**config.mk**
```make
export PLATFORM = sky130hd
export DESIGN_NAME = rom_share_ctrl
export DESIGN_NICKNAME = d
export VERILOG_FILES = /design/src/rtl/rom_share_pkg.sv /design/src/rtl/rom_share_pick.sv /design/src/rtl/rom_share_ctrl.sv
export SDC_FILE = /design/constraint.sdc
export NUM_CORES = 1
export LEC_CHECK = 0
export CELL_PAD_IN_SITES_DETAIL_PLACEMENT = 2
export CELL_PAD_IN_SITES_GLOBAL_PLACEMENT = 2
export CORE_MARGIN = 1.5
export CORE_UTILIZATION = 29
export DETAILED_ROUTE_END_ITERATION = 16
export PLACE_DENSITY_LB_ADDON = 0.12
export SLEW_MARGIN = 20
export SYNTH_ARGS = -nofsm -noshare
export SYNTH_HDL_FRONTEND = slang
export SYNTH_SLANG_ARGS = --single-unit
```
**constraint.sdc**
```tcl
create_clock -name clk -period 3.91 [get_ports clk]
set_input_delay 0.5865 -clock clk [delete_from_list [all_inputs] [get_ports clk]]
set_output_delay 0.5865 -clock clk [all_outputs]
set_load 0.01 [all_outputs]
```
**src/rtl/rom_share_pkg.sv**
```systemverilog
// rom_share_pkg: shared definitions for the shared constant-ROM read controller.
//   state_t      - controller FSM encoding (IDLE/ISSUE/WAIT/DONE)
//   DEF_*        - default geometry: ROM depth, per-requester base offsets,
//                  data/address widths and ROM read latency
//   CNT_W        - width of the ROM latency down-counter (ROM_LAT is 1..4)
package rom_share_pkg;

  typedef enum logic [1:0] {
    IDLE  = 2'd0,
    ISSUE = 2'd1,
    WAIT  = 2'd2,
    DONE  = 2'd3
  } state_t;

  localparam int DEF_DATA_W  = 8;
  localparam int DEF_ADDR_W  = 8;
  localparam int DEF_DEPTH   = 200;
  localparam int DEF_BASE0   = 0;
  localparam int DEF_BASE1   = 100;
  localparam int DEF_ROM_LAT = 1;

  localparam int CNT_W = 2;

endpackage

```
**src/rtl/rom_share_pick.sv**
```systemverilog
// rom_share_pick: combinational 2-way grant selector.
//   req0, req1  in  pending requests
//   last_gnt    in  requester granted most recently (0/1)
//   gnt_valid   out at least one request pending
//   gnt_id      out granted requester
// Build option: ROM_SHARE_FIXED_PRIO_EN - when defined, requester 0 wins every
// tie and last_gnt is ignored; otherwise ties alternate (round-robin).
module rom_share_pick (
  input  logic req0,
  input  logic req1,
  input  logic last_gnt,
  output logic gnt_valid,
  output logic gnt_id
);

`ifdef ROM_SHARE_FIXED_PRIO_EN
  // last_gnt is still tracked by the controller but has no say here.
  logic unused_last_gnt;
  assign unused_last_gnt = last_gnt;
`endif

  always_comb begin
    gnt_valid = req0 | req1;
    gnt_id    = 1'b0;
    if (req0 && req1) begin
`ifdef ROM_SHARE_FIXED_PRIO_EN
      gnt_id = 1'b0;
`else
      // Tie: hand the port to whoever did not have it last time.
      gnt_id = ~last_gnt;
`endif
    end else begin
      gnt_id = req1;
    end
  end

endmodule

```
**src/rtl/rom_share_ctrl.sv**
```systemverilog
// rom_share_ctrl: lets two PicoBlaze cores share one single-port synchronous
// constant ROM. Arbitrates, adds the per-requester base offset, range-checks,
// sequences the ROM read and returns data with a one-cycle acknowledge.
//   clk, reset_n        clock (rising edge) / async active-low reset
//   req0/req1           level request; addr0/addr1 held while req is high
//   ack0/ack1           one-cycle completion pulse
//   data0/data1         read result, held until that requester's next ack
//   err0/err1           out-of-range flag, valid with ack, held like data
//   rom_en/rom_addr     ROM read strobe / address
//   rom_data            ROM output, valid ROM_LAT cycles after rom_en
//   busy                registered "state != IDLE"
// Build option: ROM_SHARE_FIXED_PRIO_EN (see rom_share_pick).
module rom_share_ctrl
  import rom_share_pkg::*;
#(
  parameter int DATA_W  = DEF_DATA_W,
  parameter int ADDR_W  = DEF_ADDR_W,
  parameter int DEPTH   = DEF_DEPTH,
  parameter int BASE0   = DEF_BASE0,
  parameter int BASE1   = DEF_BASE1,
  parameter int ROM_LAT = DEF_ROM_LAT
) (
  input  logic              clk,
  input  logic              reset_n,
  input  logic              req0,
  input  logic              req1,
  input  logic [ADDR_W-1:0] addr0,
  input  logic [ADDR_W-1:0] addr1,
  output logic              ack0,
  output logic              ack1,
  output logic [DATA_W-1:0] data0,
  output logic [DATA_W-1:0] data1,
  output logic              err0,
  output logic              err1,
  output logic              rom_en,
  output logic [ADDR_W-1:0] rom_addr,
  input  logic [DATA_W-1:0] rom_data,
  output logic              busy
);

  localparam logic [ADDR_W:0]  BASE0_X = (ADDR_W+1)'(BASE0);
  localparam logic [ADDR_W:0]  BASE1_X = (ADDR_W+1)'(BASE1);
  localparam logic [31:0]      DEPTH_U = 32'(DEPTH);
  localparam logic [CNT_W-1:0] LAT_M1  = CNT_W'(ROM_LAT - 1);

  state_t              state_q;
  logic                gnt_q;
  logic                last_gnt_q;
  logic [CNT_W-1:0]    cnt_q;
  logic                ack0_q, ack1_q;
  logic                err0_q, err1_q;
  logic [DATA_W-1:0]   data0_q, data1_q;
  logic                rom_en_q;
  logic [ADDR_W-1:0]   rom_addr_q;
  logic                busy_q;

  logic                gnt_valid;
  logic                gnt_id;
  logic [ADDR_W-1:0]   sel_addr;
  logic [ADDR_W:0]     sel_base;
  logic [ADDR_W:0]     sum_d;
  logic                in_range_d;

  rom_share_pick u_pick (
    .req0      (req0),
    .req1      (req1),
    .last_gnt  (last_gnt_q),
    .gnt_valid (gnt_valid),
    .gnt_id    (gnt_id)
  );

  // One extra bit on the sum so a large address plus offset cannot wrap
  // back into the valid range.
  always_comb begin
    sel_addr   = gnt_id ? addr1 : addr0;
    sel_base   = gnt_id ? BASE1_X : BASE0_X;
    sum_d      = {1'b0, sel_addr} + sel_base;
    in_range_d = 32'(sum_d) < DEPTH_U;
  end

  always_ff @(posedge clk or negedge reset_n) begin
    if (!reset_n) begin
      state_q    <= IDLE;
      gnt_q      <= 1'b0;
      last_gnt_q <= 1'b1;   // requester 0 wins the first tie
      cnt_q      <= '0;
      ack0_q     <= 1'b0;
      ack1_q     <= 1'b0;
      err0_q     <= 1'b0;
      err1_q     <= 1'b0;
      data0_q    <= '0;
      data1_q    <= '0;
      rom_en_q   <= 1'b0;
      rom_addr_q <= '0;
      busy_q     <= 1'b0;
    end else begin
      ack0_q <= 1'b0;
      ack1_q <= 1'b0;
      case (state_q)
        IDLE: begin
          if (gnt_valid) begin
            gnt_q  <= gnt_id;
            busy_q <= 1'b1;
            if (in_range_d) begin
              rom_addr_q <= sum_d[ADDR_W-1:0];
              rom_en_q   <= 1'b1;
              state_q    <= ISSUE;
            end else begin
              // Out of range: skip the ROM entirely and complete now.
              state_q <= DONE;
              if (gnt_id) begin
                ack1_q  <= 1'b1;
                err1_q  <= 1'b1;
                data1_q <= '0;
              end else begin
                ack0_q  <= 1'b1;
                err0_q  <= 1'b1;
                data0_q <= '0;
              end
            end
          end
        end
        ISSUE: begin
          rom_en_q <= 1'b0;
          cnt_q    <= LAT_M1;
          state_q  <= WAIT;
        end
        WAIT: begin
          if (cnt_q == '0) begin
            state_q <= DONE;
            if (gnt_q) begin
              ack1_q  <= 1'b1;
              err1_q  <= 1'b0;
              data1_q <= rom_data;
            end else begin
              ack0_q  <= 1'b1;
              err0_q  <= 1'b0;
              data0_q <= rom_data;
            end
          end else begin
            cnt_q <= cnt_q - 1'b1;
          end
        end
        DONE: begin
          last_gnt_q <= gnt_q;
          busy_q     <= 1'b0;
          state_q    <= IDLE;
        end
        default: begin
          state_q  <= IDLE;
          rom_en_q <= 1'b0;
          busy_q   <= 1'b0;
        end
      endcase
    end
  end

  assign ack0     = ack0_q;
  assign ack1     = ack1_q;
  assign err0     = err0_q;
  assign err1     = err1_q;
  assign data0    = data0_q;
  assign data1    = data1_q;
  assign rom_en   = rom_en_q;
  assign rom_addr = rom_addr_q;
  assign busy     = busy_q;

endmodule
```
Yosys cells after proc, flatten, opt, wreduce, memory -nomap -nowiden --
Cells that the tools add are included.
Word-level totals: register bits after elaboration 36, logic and storage cells 95
Operators by class: reductions and logical operators 15, add/sub/neg operators 2, $lt $le $gt $ge 1, bitwise operators 2, mux-type cells 50, equality and inequality tests 12
Operator list (number):
- $mux 8 | 11
- $pmux 8 s2 | 2
- $mux 1 | 24
- $ne 2x2->1 const B | 9
- $pmux 1 s2 | 6
- $reduce_and 6->1 | 2
- $add 8x7->9 | 1
- $lt 9x8->1 const B | 1
- $mux 2 | 4
- $pmux 2 s4 | 1
- $reduce_and 2->1 | 4
- $reduce_bool 2->1 | 4
- $mux 7 | 1
- $reduce_and 3->1 | 2
- $eq 2x2->1 const B | 2
- $logic_not 2->1 | 2
- $pmux 2 s2 | 1
- $eq 2x1->1 const B | 1
- $sub 2x1->2 const B | 1
- $logic_and 1x1->1 | 1
- $not 1->1 | 1
- $or 1x1->1 | 1

Logic depth before layout (Yosys ltp) --
depth after elaboration 8, depth in mapped cells 11, depth with buffers taken out 10

By module --
A second synthesis with hierarchy kept.
Second synthesis, totals: cell total of the unflattened synthesis 165, area total of the unflattened synthesis 1986.9 um2
By module, submodules not included:
- rom_share_ctrl | instances 1, cells each 163, area each 1973.1 um2, seq. area each 902.1 um2
- rom_share_pick | instances 1, cells each 2, area each 13.8 um2, seq. area each 0.0 um2

Worst setup path after synthesis --
No wires, ideal clock.
path type input -> register, start in req1, end reg rom_addr_q[0] (netlist: rom_addr[0]), arrival 2.987 ns, path buffers 1, cell stages on the path 10, slack 0.798 ns, cell sequence a21boi_4 -> clkbuf_1 -> and2_1 -> ha_1 -> or4_1 -> nand3_1 -> a2bb2oi_2 -> nor3_4 -> nor3_4 -> mux2_2
On the way: longest elaborated chain between the ends 6
RTL lines:
- start: declaration | RTL line rom_share_ctrl.sv:26 | input logic req1,
- $logic_and 1x1->1 | RTL line rom_share_pick.sv:25 | if (req0 && req1) begin
- $mux 1 (*) | RTL line rom_share_pick.sv:25
- $mux 8 / $mux 7 (equally long branches) | RTL line rom_share_ctrl.sv:75, rom_share_ctrl.sv:76
- $add 8x7->9 (*) | RTL line rom_share_ctrl.sv:77 | sum_d = {1'b0, sel_addr} + sel_base;
- net sum_d[3] | RTL line rom_share_ctrl.sv:61 | logic [ADDR_W:0] sum_d;
- $lt 9x8->1 (*) | RTL line rom_share_ctrl.sv:78 | in_range_d = 32'(sum_d) < DEPTH_U;
- $reduce_and 3->1 (no line) (*)
- end signal: assignment | RTL line rom_share_ctrl.sv:105 | rom_addr_q <= sum_d[ADDR_W-1:0];
- end: declaration | RTL line rom_share_ctrl.sv:54 | logic [ADDR_W-1:0] rom_addr_q;
The timed path passes the listed nets; every way through them passes the cells marked *. A chain may end at the register's enable or synchronous reset.

Final worst setup path --
start in req1, end reg rom_addr_q[5] (netlist: rom_addr[5])
On the way: longest elaborated chain between the ends 6
RTL lines (RTL line):
- $logic_and 1x1->1 | rom_share_pick.sv:25
- $mux 1 | rom_share_pick.sv:25
- $mux 8 / $mux 7 (equally long branches) | rom_share_ctrl.sv:75, rom_share_ctrl.sv:76
- $add 8x7->9 | rom_share_ctrl.sv:77
- $lt 9x8->1 | rom_share_ctrl.sv:78
- $reduce_and 3->1 (no line)
Several ways; a longest one is shown, not always the timed one.

==> impl_metrics.toml <==
[status]
status = "finished, violations left"
violations = "DRC"

[synth]
synth.net_count = 215
synth_cell_type_count = 47
synth.avg_cell_area_sq_um = 10.8
yosysTopAreaCell = "dfrtp_1"
ys_seq_area_share_pct = 46.1
synthFlopType = "dfrtp_1"
yosys_warnings = 0
async_reset_ff_share_pct = 100
syn-cell-area_sq_um = 1960
yosysMostFrequentCell = "dfrtp_1"
syn_inst = 181
synth_seq_cells = 36
yosys.area.top_type_share_pct = 44.8
synthTopCellsByArea = "dfrtp_1, nand2_1, a22o_1"
synthTopCellsByCount = "dfrtp_1, nand2_1, o21ai_0"
synth-edff-count = 0

[route]
drt_iter0_drc = 38
drc = 3
routed_wl_microns = 5950
post_drt_wl_per_cell_microns = 18.3
vias_per_cell = 5.26
num_vias = 1710
ant_nets = 0
drtPass1Iterations = 10

[floorplan]
dieArea_sq_um = 7250
die_h_microns = 85.1
fp.dieW_microns = 85.1
start_util_pct = 30.5
core_area_sq_um = 6420
ios = 58
row_count = 29

[timing]
finalMaxSlewViolations = 0
fin_skew_ns = 0.00455
max_slew_margin_pct = 45.5
fin_ws_ns = 0.600
finalCritPeriodShare_pct = 84.7
worst_slew_pin_slew_ns = 0.811
setup_tns_ns = 0
rsz0062_at_grt = "false"
min_period_ns = 3.31
max_freq_mhz = 302
setup_viol = 0
hold_viol = 0

[placement]
place_ws_ns = 0.257
post-place-cells = 317
port_buffers = 57
gp_congestion = 0.731
hpwl_microns = 4540
placed_area_sq_um = 2650

[global_routing]
grt_first_pass_wirelength_microns = 10000
grt_pass1_vias = 1865
grt-ovfl-total = 0
track_usage_pct = 17.9
antenna_found_initial = 0
grt_start_max_net_pins = 37

[clock_tree]
cts_resized = 0
cts_buffers = 5
clock_latency_ns = 0.29
tritoncts = "yes"
cts_setup_buffers = 0
htreeDepth = 2
clock_sinks = 36
clockBufferDepth = 2
hold_buffers = 0
path_clk_slew_ns = 0.07
root_buffer = "clkbuf_8"

[pwr]
leakage_nw = 1.16
irDropWorstVdd_mv = 0.248
power.density_nw_per_um2 = 704

[cells_and_area]
area_growth_pct = 41.8
antenna_cells = 0
fin_nets = 281
final.fill_count = 699
multiInputGateArea_sq_um = 1010
drive_gt1_share_pct = 13.7
stdcell_area_sq_um = 2770
seq_area_sq_um = 902
fin_cells = 325

[setup_path]
crit_path_end_kind = "register"
rrSetupSlack_ns = 0.97
worstReg2RegStart = "last_gnt_q$_DFFE_PN1P_"
arrival_ns = 3.49
setup.worst_path.end = "rom_addr[5]$_DFFE_PN0P_"
r2r_cells = 9
crit_fanout = 10
start_kind = "input pin"
worstPathRequired_ns = 4.09
crit_start = "req1"
rr_endpoint = "rom_addr[5]$_DFFE_PN0P_"
path_class = "input pin to register"

[job]
drv_cap = 0

[worst_hold_path]
hp-class = "input pin to async pin"
## worst min-delay path by stage
| stage | cells past startpoint | end | slack, ns |
|---|---|---|---|
| after floorplan | 0 | ack0$_DFF_PN0_ | 0.29 |
| after global placement | 2 | busy$_DFFE_PN0P_ | 0.47 |
| after detailed placement | 2 | busy$_DFFE_PN0P_ | 0.49 |
| after CTS | 1 | rom_addr[3]$_DFFE_PN0P_ | 0.42 |
| after global routing | 1 | busy$_DFFE_PN0P_ | 0.45 |
| final | 1 | busy$_DFFE_PN0P_ | 0.38 |
## cells in the final DEF, fill, tap and decap left out, types with 2 or more instances in the layout
master	instances
o311ai_0	3
clkdlybuf4s50_1	56
xnor2_1	4
a31oi_1	2
a32o_1	8
o31ai_1	3
mux2_2	7
mux2i_1	3
nand2b_1	3
buf_4	6
a21oi_1	4
dfrtp_1	35
nor2b_1	2
nor2_1	5
mux2_1	2
nand3_1	7
o21ai_0	11
ha_1	6
or3_1	2
clkbuf_8	7
inv_1	7
nor3_4	2
nand2_1	25
a22o_1	10
xor2_1	2
## where the power goes
part           total (W)  leakage, nW  switching (W)  internal [W]
clock network   0.000360       0.0645       0.000135      0.000225
registers       0.000634        0.454       0.000105      0.000529
logic           0.000959        0.644       0.000458      0.000501
## layout make-up
| cell class | instances | share of cell area [%] |
|---|---|---|
| Timing Repair Buffer | 63 | 22.0 |
| Sequential cell | 36 | 32.5 |
| Clock inverter | 1 | 1.08 |
| Clock buffer | 7 | 3.47 |
| Tap cell | 77 | 3.47 |
| Multi-Input combinational cell | 134 | 36.5 |
| Inverter | 7 | 0.947 |
## routing by layer
layer  part of all wire [%]  vias to the layer above  GRT usage [%]
met1                     45                      859           23.3
li1                       -                      807              -
met3                    3.9                        6           3.70
met5                      0                        -              0
met2                     50                       38           30.4
met4                   0.71                        0           4.47
## registers in the layout, indices dropped and copies added, names as in the netlist
signal,flops
data0,8
data1,8
rom_addr,8
cnt_q,2
state_q,2
ack0,1
ack1,1
busy,1
err0,1
err1,1
gnt_q,1
last_gnt_q,1
rom_en,1
## worst max-delay path: stages
cell,delay [ns]
clkdlybuf4s50_1,0.51
a21bo_2,0.24
nand2_1,0.06
nand2_1,0.05
ha_1,0.27
or4_1,0.53
nand3_1,0.11
a2bb2oi_2,0.21
nor3_4,0.11
nor3_4,0.40
mux2_2,0.39
## stage by stage
stage | total power, W | utilization [%] | hold WS (ns)
after floorplan | 0.00114 | - | 0.291
after global placement | 0.00158 | 41.2 | 0.474
after detailed placement | 0.00161 | 41.2 | 0.486
after CTS | 0.00199 | 43.2 | 0.421
after global routing | 0.00209 | 43.2 | 0.453
final | 0.00195 | 43.2 | 0.379
## cells by family after synthesis
group | share of synthesized area (%)
buffers and inverters | 2.11
xor gates and xnor gates | 2.69
AOI/OAI and AO/OA | 23.2
muxes | 6.72
adders and majority gates | 3.84
and+or+nand+nor | 15.3
DFF | 46.1
Note: power is estimated with default switching activity, not from simulation.
